--- src/rtl/sd_pkg.sv ---
// -----------------------------------------------------------------------------
// sd_pkg -- shared definitions for the SD SPI-mode command framer.
//
// Contents:
//   sd_state_e          framer FSM state encoding
//   SD_START_TX         start + transmission bits that lead every command byte
//   SD_FILL_BYTE        idle/fill byte clocked while polling for a response
//   CMD0 .. CMD24       command numbers used by the card controller
//   SD_CRC_CMD0/CMD8    precomputed {crc7, end} bytes for the two commands that
//                       cards check in SPI mode
//   sd_fixed_crc_byte() lookup used when the CRC7 engine is not built
// -----------------------------------------------------------------------------
package sd_pkg;

    typedef enum logic [2:0] {
        ST_IDLE       = 3'd0,
        ST_SEND_ISSUE = 3'd1,
        ST_SEND_WAIT  = 3'd2,
        ST_POLL_ISSUE = 3'd3,
        ST_POLL_WAIT  = 3'd4,
        ST_RESP_ISSUE = 3'd5,
        ST_RESP_WAIT  = 3'd6,
        ST_FINISH     = 3'd7
    } sd_state_e;

    localparam logic [1:0] SD_START_TX  = 2'b01;
    localparam logic [7:0] SD_FILL_BYTE = 8'hFF;

    localparam logic [5:0] CMD0   = 6'd0;
    localparam logic [5:0] CMD8   = 6'd8;
    localparam logic [5:0] CMD17  = 6'd17;
    localparam logic [5:0] CMD24  = 6'd24;
    localparam logic [5:0] ACMD41 = 6'd41;
    localparam logic [5:0] CMD55  = 6'd55;
    localparam logic [5:0] CMD58  = 6'd58;

    localparam logic [31:0] SD_CMD8_ARG = 32'h0000_01AA;

    localparam logic [7:0] SD_CRC_CMD0    = 8'h95;
    localparam logic [7:0] SD_CRC_CMD8    = 8'h87;
    // Any byte with the end bit set; cards ignore the CRC once in SPI mode.
    localparam logic [7:0] SD_CRC_DEFAULT = 8'h01;

    // Index of the last frame byte (B5, the CRC/end byte).
    localparam logic [2:0] SD_LAST_FRAME_BYTE = 3'd5;

    // Last byte of the frame without a CRC engine: only CMD0 and CMD8 are
    // issued before the card stops checking CRCs, so two constants suffice.
    function automatic logic [7:0] sd_fixed_crc_byte(input logic [5:0]  idx,
                                                     input logic [31:0] arg);
        if (idx == CMD0 && arg == 32'h0)
            return SD_CRC_CMD0;
        else if (idx == CMD8 && arg == SD_CMD8_ARG)
            return SD_CRC_CMD8;
        else
            return SD_CRC_DEFAULT;
    endfunction

endpackage

--- src/rtl/sd_crc7.sv ---
// -----------------------------------------------------------------------------
// sd_crc7 -- byte-wide combinational CRC7 update, G(x) = x^7 + x^3 + 1,
// data consumed MSB first. Chain instances to cover a multi-byte message.
//
// Ports:
//   crc_in   [6:0]  running CRC before this byte
//   data     [7:0]  message byte
//   crc_out  [6:0]  running CRC after this byte
// -----------------------------------------------------------------------------
module sd_crc7 (
    input  logic [6:0] crc_in,
    input  logic [7:0] data,
    output logic [6:0] crc_out
);

    always_comb begin
        logic [6:0] c;
        logic       fb;
        c  = crc_in;
        fb = 1'b0;
        // Unrolled serial LFSR: one shift per data bit, MSB first.
        for (int i = 7; i >= 0; i--) begin
            fb = c[6] ^ data[i];
            c  = {c[5:0], 1'b0} ^ (fb ? 7'h09 : 7'h00);
        end
        crc_out = c;
    end

endmodule

--- src/rtl/sd_cmd_framer.sv ---
// -----------------------------------------------------------------------------
// sd_cmd_framer -- builds the 6-byte SD SPI-mode command frame, streams it
// through the SPI byte engine, polls with fill bytes for R1 and optionally
// collects four trailing response bytes (R3/R7).
//
// Build option:
//   SD_CMD_CRC_EN  defined   -> CRC7 is computed over B0..B4 (sd_crc7 chain)
//                  undefined -> B5 comes from the sd_fixed_crc_byte() lookup
//
// Parameter:
//   MAX_POLL_BYTES  fill bytes allowed while waiting for R1 (1..255)
//
// Ports:
//   clk, rst_n          clock (registers update on its falling edge) and
//                       asynchronous active-low reset
//   cmd_start           request, only honoured in IDLE
//   cmd_index/cmd_arg   command number and argument, captured on acceptance
//   resp_long           collect 4 bytes after R1, captured on acceptance
//   busy / done         transaction in flight / one-cycle end pulse
//   r1 / resp_data      R1 byte (FF on timeout) / trailing bytes, first in MSB
//   timeout             no R1 within MAX_POLL_BYTES, valid with done
//   spi_execute         one-cycle byte-transfer request to the engine
//   spi_out_word        byte to send, stable from request to completion
//   spi_in_word         byte received, valid with spi_finished
//   spi_finished        engine completion pulse
//   spi_busy            engine cannot take a request
// -----------------------------------------------------------------------------
module sd_cmd_framer
    import sd_pkg::*;
#(
    parameter int MAX_POLL_BYTES = 8
) (
    input  logic        clk,
    input  logic        rst_n,
    input  logic        cmd_start,
    input  logic [5:0]  cmd_index,
    input  logic [31:0] cmd_arg,
    input  logic        resp_long,
    output logic        busy,
    output logic        done,
    output logic [7:0]  r1,
    output logic [31:0] resp_data,
    output logic        timeout,
    output logic        spi_execute,
    output logic [7:0]  spi_out_word,
    input  logic [7:0]  spi_in_word,
    input  logic        spi_finished,
    input  logic        spi_busy
);

    localparam logic [7:0] MAX_POLL_W = 8'(MAX_POLL_BYTES);

    sd_state_e   state_q,        state_d;
    logic [2:0]  byte_idx_q,     byte_idx_d;
    logic [7:0]  poll_cnt_q,     poll_cnt_d;
    logic [1:0]  resp_cnt_q,     resp_cnt_d;
    logic [5:0]  cmd_index_q,    cmd_index_d;
    logic [31:0] cmd_arg_q,      cmd_arg_d;
    logic        resp_long_q,    resp_long_d;
    logic        busy_q,         busy_d;
    logic        done_q,         done_d;
    logic [7:0]  r1_q,           r1_d;
    logic [31:0] resp_data_q,    resp_data_d;
    logic        timeout_q,      timeout_d;
    logic        spi_execute_q,  spi_execute_d;
    logic [7:0]  spi_out_word_q, spi_out_word_d;

    // B0..B4 of the frame; B5 is derived from these.
    logic [39:0] frame_hdr;
    logic [7:0]  crc_byte;
    logic [7:0]  tx_byte;

    assign frame_hdr = {SD_START_TX, cmd_index_q, cmd_arg_q};

`ifdef SD_CMD_CRC_EN
    logic [6:0] crc_chain [0:5];

    assign crc_chain[0] = 7'h00;

    for (genvar g = 0; g < 5; g++) begin : g_crc
        sd_crc7 u_crc7 (
            .crc_in  (crc_chain[g]),
            .data    (frame_hdr[39-8*g -: 8]),
            .crc_out (crc_chain[g+1])
        );
    end

    assign crc_byte = {crc_chain[5], 1'b1};
`else
    assign crc_byte = sd_fixed_crc_byte(cmd_index_q, cmd_arg_q);
`endif

    always_comb begin
        case (byte_idx_q)
            3'd0:    tx_byte = frame_hdr[39:32];
            3'd1:    tx_byte = frame_hdr[31:24];
            3'd2:    tx_byte = frame_hdr[23:16];
            3'd3:    tx_byte = frame_hdr[15:8];
            3'd4:    tx_byte = frame_hdr[7:0];
            3'd5:    tx_byte = crc_byte;
            default: tx_byte = SD_FILL_BYTE;
        endcase
    end

    // Next-state and output logic.
    always_comb begin
        // NOTE: every _d is given its hold value first so no path through the
        // case below leaves a variable unassigned (which would infer a latch).
        state_d        = state_q;
        byte_idx_d     = byte_idx_q;
        poll_cnt_d     = poll_cnt_q;
        resp_cnt_d     = resp_cnt_q;
        cmd_index_d    = cmd_index_q;
        cmd_arg_d      = cmd_arg_q;
        resp_long_d    = resp_long_q;
        busy_d         = busy_q;
        r1_d           = r1_q;
        resp_data_d    = resp_data_q;
        timeout_d      = timeout_q;
        spi_out_word_d = spi_out_word_q;
        // Pulses default low so they last exactly one cycle.
        spi_execute_d  = 1'b0;
        done_d         = 1'b0;

        case (state_q)
            ST_IDLE: begin
                if (cmd_start) begin
                    cmd_index_d = cmd_index;
                    cmd_arg_d   = cmd_arg;
                    resp_long_d = resp_long;
                    busy_d      = 1'b1;
                    timeout_d   = 1'b0;
                    byte_idx_d  = 3'd0;
                    poll_cnt_d  = 8'd0;
                    state_d     = ST_SEND_ISSUE;
                end
            end

            ST_SEND_ISSUE: begin
                if (!spi_busy) begin
                    spi_out_word_d = tx_byte;
                    spi_execute_d  = 1'b1;
                    state_d        = ST_SEND_WAIT;
                end
            end

            ST_SEND_WAIT: begin
                // Bytes clocked back during the frame carry nothing useful.
                if (spi_finished) begin
                    byte_idx_d = byte_idx_q + 3'd1;
                    state_d    = (byte_idx_q == SD_LAST_FRAME_BYTE) ? ST_POLL_ISSUE
                                                                    : ST_SEND_ISSUE;
                end
            end

            ST_POLL_ISSUE, ST_RESP_ISSUE: begin
                if (!spi_busy) begin
                    spi_out_word_d = SD_FILL_BYTE;
                    spi_execute_d  = 1'b1;
                    state_d        = (state_q == ST_POLL_ISSUE) ? ST_POLL_WAIT
                                                                : ST_RESP_WAIT;
                end
            end

            ST_POLL_WAIT: begin
                if (spi_finished) begin
                    poll_cnt_d = poll_cnt_q + 8'd1;
                    if (!spi_in_word[7]) begin
                        // R1 always has its MSB clear; anything else is fill.
                        r1_d = spi_in_word;
                        if (resp_long_q) begin
                            resp_cnt_d = 2'd0;
                            state_d    = ST_RESP_ISSUE;
                        end else begin
                            done_d  = 1'b1;
                            state_d = ST_FINISH;
                        end
                    end else if (poll_cnt_q + 8'd1 == MAX_POLL_W) begin
                        r1_d      = SD_FILL_BYTE;
                        timeout_d = 1'b1;
                        done_d    = 1'b1;
                        state_d   = ST_FINISH;
                    end else begin
                        state_d = ST_POLL_ISSUE;
                    end
                end
            end

            ST_RESP_WAIT: begin
                if (spi_finished) begin
                    resp_data_d = {resp_data_q[23:0], spi_in_word};
                    resp_cnt_d  = resp_cnt_q + 2'd1;
                    if (resp_cnt_q == 2'd3) begin
                        done_d  = 1'b1;
                        state_d = ST_FINISH;
                    end else begin
                        state_d = ST_RESP_ISSUE;
                    end
                end
            end

            ST_FINISH: begin
                // done is high for this one cycle; requests here are dropped.
                busy_d  = 1'b0;
                state_d = ST_IDLE;
            end

            default: state_d = ST_IDLE;
        endcase
    end

    // The SPI engine launches on the rising edge, so this stage updates on the
    // falling edge to present stable requests half a cycle ahead.
    always_ff @(negedge clk or negedge rst_n) begin
        if (!rst_n) begin
            state_q        <= ST_IDLE;
            byte_idx_q     <= 3'd0;
            poll_cnt_q     <= 8'd0;
            resp_cnt_q     <= 2'd0;
            cmd_index_q    <= 6'd0;
            cmd_arg_q      <= 32'h0;
            resp_long_q    <= 1'b0;
            busy_q         <= 1'b0;
            done_q         <= 1'b0;
            r1_q           <= SD_FILL_BYTE;
            resp_data_q    <= 32'h0;
            timeout_q      <= 1'b0;
            spi_execute_q  <= 1'b0;
            spi_out_word_q <= SD_FILL_BYTE;
        end else begin
            // NOTE: non-blocking assignments so every register samples the
            // values from before this edge, independent of statement order.
            state_q        <= state_d;
            byte_idx_q     <= byte_idx_d;
            poll_cnt_q     <= poll_cnt_d;
            resp_cnt_q     <= resp_cnt_d;
            cmd_index_q    <= cmd_index_d;
            cmd_arg_q      <= cmd_arg_d;
            resp_long_q    <= resp_long_d;
            busy_q         <= busy_d;
            done_q         <= done_d;
            r1_q           <= r1_d;
            resp_data_q    <= resp_data_d;
            timeout_q      <= timeout_d;
            spi_execute_q  <= spi_execute_d;
            spi_out_word_q <= spi_out_word_d;
        end
    end

    assign busy         = busy_q;
    assign done         = done_q;
    assign r1           = r1_q;
    assign resp_data    = resp_data_q;
    assign timeout      = timeout_q;
    assign spi_execute  = spi_execute_q;
    assign spi_out_word = spi_out_word_q;

endmodule
--- config.mk ---
export PLATFORM = sky130hd
export DESIGN_NAME = sd_cmd_framer
export DESIGN_NICKNAME = d
export VERILOG_FILES = /design/src/rtl/sd_pkg.sv /design/src/rtl/sd_crc7.sv /design/src/rtl/sd_cmd_framer.sv
export SDC_FILE = /design/constraint.sdc
export NUM_CORES = 1
export LEC_CHECK = 0
export BUFFER_PORTS_ARGS = -buffer_cell sky130_fd_sc_hd__buf_4
export CAP_MARGIN = 15
export CORE_MARGIN = 2
export CORE_UTILIZATION = 55
export CTS_CLUSTER_SIZE = 25
export DETAILED_ROUTE_END_ITERATION = 8
export PLACE_DENSITY = 0.85
export SETUP_SLACK_MARGIN = 0.02
export SLEW_MARGIN = 10
export SYNTH_ARGS = -nofsm -noshare
export SYNTH_HDL_FRONTEND = slang
export SYNTH_SLANG_ARGS = --single-unit
--- constraint.sdc ---
create_clock -name clk -period 2.5 [get_ports clk]
set_input_delay 0.5 -clock clk [delete_from_list [all_inputs] [get_ports clk]]
set_output_delay 0.5 -clock clk [all_outputs]
set_load 0.05 [all_outputs]
==> metrics <==
family with the most delay on the worst path=flip-flops; Flop pwr share=0.357; async set or reset register ratio after synthesis=1.000; Final Hold Vio Count=0; Tot GR Track Use=0.3006; Detailed Routing Iterations Pass 1=6; CTS Buffer Depth=2; reg2reg setup slack=0.52 ns; EDFF count, synth=0; CTS Buf Count=9; Slew Limit Fails=0; Syn. warnings=0; Most used DFF post-synth=dfrtn_1; area grow syn2layout=47.07%; r2r endpoint=spi_out_word[2]; critical path launch point type=flop; Setup violations, final=94; setup_tns=-16.64 ns; # DRC=0; hold path cells=1; final WL=roughly 17,000 microns; clock power share=0.130; crit path DAT=2.42 ns; WS Path Type=flop to output port; critical path endpoint category=output port; routing usage on met2=0.5327; Detailed Place HPWL=8525 microns; clock slew at reported path FFs=0.07 ns; Sw Pwr=3.935 mW; slew of the pin with the lowest slew margin=around 0.68 ns; Hold Crit Class=flop to flop; Clock Sinks=107; port bufs=103; Leak Pwr=3.655 nW; instance count of the mapped netlist=between 300 and 400; Die ar.=0.009990 sq mm; Clk Latency, worst-skew pair=roughly 0.45 ns; grt ovf=0; met3 global-route usage=0.04039; detailed-route vias per instance=a little over 6; largest net degree at the start of global routing=38; Post-Place Cells=between 600 and 700; FP Rows=35; crit-path cells=buf_8; Initial Util=0.5586; slew margin rel.=0.5487; num ports=104; WP buf/inv=1; CTS tree=built; Net Sw Frac=0.4244; gpl congestion=0.9140; Area contributors post-synth=dfrtn_1 45%, mux2_1 9.6%, mux2_4 8.6%; Pint=approximately 5.3 mW; Synth area leader=dfrtn_1; sequential area share after synthesis=0.5327; slowest CP cell=dfstp_2; RSZ-0062 raised after global routing=true; Die W=between 90 and 100 microns; Gate power share=0.513; PD cells=1245 mW/mm^2; DR WL/cell=23.24 microns; post-synth net total=about 450; r2r startpoint=byte_idx_q[2]; Root Driver=clkbuf_8; Post-DRT Antenna Nets=0; Clock Skews=just over 0.09 ns; via count=4,385; hold worst-path end=poll_cnt_q[6]; share of cells above drive strength 1=0.5380; number of inserted diodes=0; vias in the first global route=4,301; Die Ht=99.95 microns; fin worst setup slack=-0.4225 ns; post-synth top area share=0.4497; Post-Syn Area per Cell=between 10 and 15 sq um; Total Nets Final=660; r2r worst-path depth=5; GR peak layer=met2; Synth cell types=58; failing checks=setup timing; status=finished with violations; HP Start=poll_cnt_q[6]; DRT iter0 DRCs=410; CTS H-tree lvls=3; CP max stage delay=0.57 ns; GRT met1 Usage=0.3656; Non-Filler Instances=717; first-pass GRT wire length=22,840 microns; final core utilization=0.8215; Max VDD drop=0.5443 mV; # Max-Cap Violations=0; Mapped Area=0.005064 sq mm; Core Footprint=0.009065 sq mm; #FFs+latches synth=107; initial antenna violation count=0; Worst EP required=2.00 ns; worst-path fanout max=2
[worst reg2reg max path: stages, from the launching register on]
cell and delay, ns:
dfrtn_1 0.66, inv_1 0.12, ha_1 0.36, a222oi_1 0.48, nand3_1 0.15, o22a_1 0.20
[power groups by stage]
| stage | Clock (mW) | Sequential, mW | Combinational (mW) |
|---|---|---|---|
| 5_1_grt | 1.28 | 3.36 | 4.94 |
| 6_report | 1.20 | 3.31 | 4.76 |
| 4_1_cts | 1.14 | 3.18 | 4.01 |
| 3_3_place_gp | 0.0417 | 3.16 | 3.23 |
| 3_5_place_dp | 0.0417 | 3.21 | 3.32 |
| 2_1_floorplan | 0.0417 | 3.90 | 1.56 |
[synthesized netlist by cell type, drive strengths merged (2+ instances only)]
master	instances
dfrtn	91
mux2	78
nand2	25
buf	17
inv	17
dfstp	16
nor2	16
a31oi	15
o21ai	14
nand3	11
nor4	11
o22ai	11
a21oi	8
ha	7
a222oi	5
and2	4
nor2b	4
o21a	4
o22a	4
clkbuf	3
nand4	3
a2111oi	2
a22oi	2
mux2i	2
nand2b	2
nor3	2
o211ai	2
o31ai	2
[per-layer routing]
metal / vias to the layer above / wire [microns] / share of wire
li1: 1867 / - / -
met1: 2145 / 5977 / 0.36
met2: 287 / 8651 / 0.52
met3: 86 / 1215 / 0.073
met4: 0 / 816 / 0.049
met5: - / 0 / 0
[cells by family after synthesis]
family | share of synthesized area
buffers and inverters | 0.04299
AO/OA/AOI/OAI | 0.1132
adder cells (fa/ha/maj) | 0.01730
XOR/XNOR | 0.001730
multiplexers | 0.1989
AND/OR/NAND/NOR | 0.09315
flip-flops | 0.5327
[area by class of cell]
| type | count | area, sq um |
|---|---|---|
| Clock buffer | 9 | 123.9 |
| Clock inverter | 23 | 125.1 |
| Fill cell | 431 | 1618 |
| Inverter | 16 | 60.06 |
| Multi-Input combinational cell | 250 | 2332 |
| Sequential cell | 107 | 2698 |
| Tap cell | 111 | 138.9 |
| Timing Repair Buffer | 201 | 1969 |
[how the worst max path moves through the flow]
stage,start,endpoint,slack (ns),depth (start not counted)
after global placement,spi_finished,resp_data[24],-0.36,5
after CTS,r1[6],r1[6],-0.38,1
after detailed placement,spi_finished,resp_data[20],-0.39,5
after global routing,r1[5],r1[5],-0.45,1
after floorplan,cmd_start,cmd_arg_q[0],-0.24,5
final,r1[5],r1[5],-0.42,1
[layout by cell type, fill, tap and decap left out, types with 7 or more instances in the layout]
master	instances
nor4_1	9
inv_1	32
a31oi_1	15
nand2_1	24
dfstp_2	16
buf_4	132
buf_8	19
buf_12	8
mux2_4	71
clkbuf_8	9
o22ai_1	11
nand3_1	10
a21oi_1	7
buf_6	38
dfrtn_1	91
ha_1	7
o21ai_0	9
nor2_1	15
[state kept, by name (all words and copies together) (netlist names)]
name,cells
cmd_arg_q,32
spi_out_word,8
timeout,1
done,1
busy,1
resp_data,32
r1,8
poll_cnt_q,8
resp_long_q,1
spi_execute,1
state_q,3
cmd_index_q,6
resp_cnt_q,2
byte_idx_q,3
[repair_timing]
action / in CTS / in global routing
pin swaps: 0 / 0
resized for setup: 73 / 52
hold buffers: 0 / 0
setup endpoints to repair: 86 / 116
gates cloned: 3 / 2
setup buffers: 46 / 19
[metrics by stage]
stage	setup slack [ns]	hold WS, ns	power (mW)	instance area [sq um]
floorplan	-0.2414	0.3905	5.510	5121
global placement	-0.3556	0.4049	6.436	6135
detailed placement	-0.3890	0.4357	6.577	6135
CTS	-0.3791	0.4352	8.336	7083
global route	-0.4529	0.4737	9.588	7447
finish	-0.4225	0.4488	9.271	7447
Note: power is estimated with default switching activity, not from simulation.
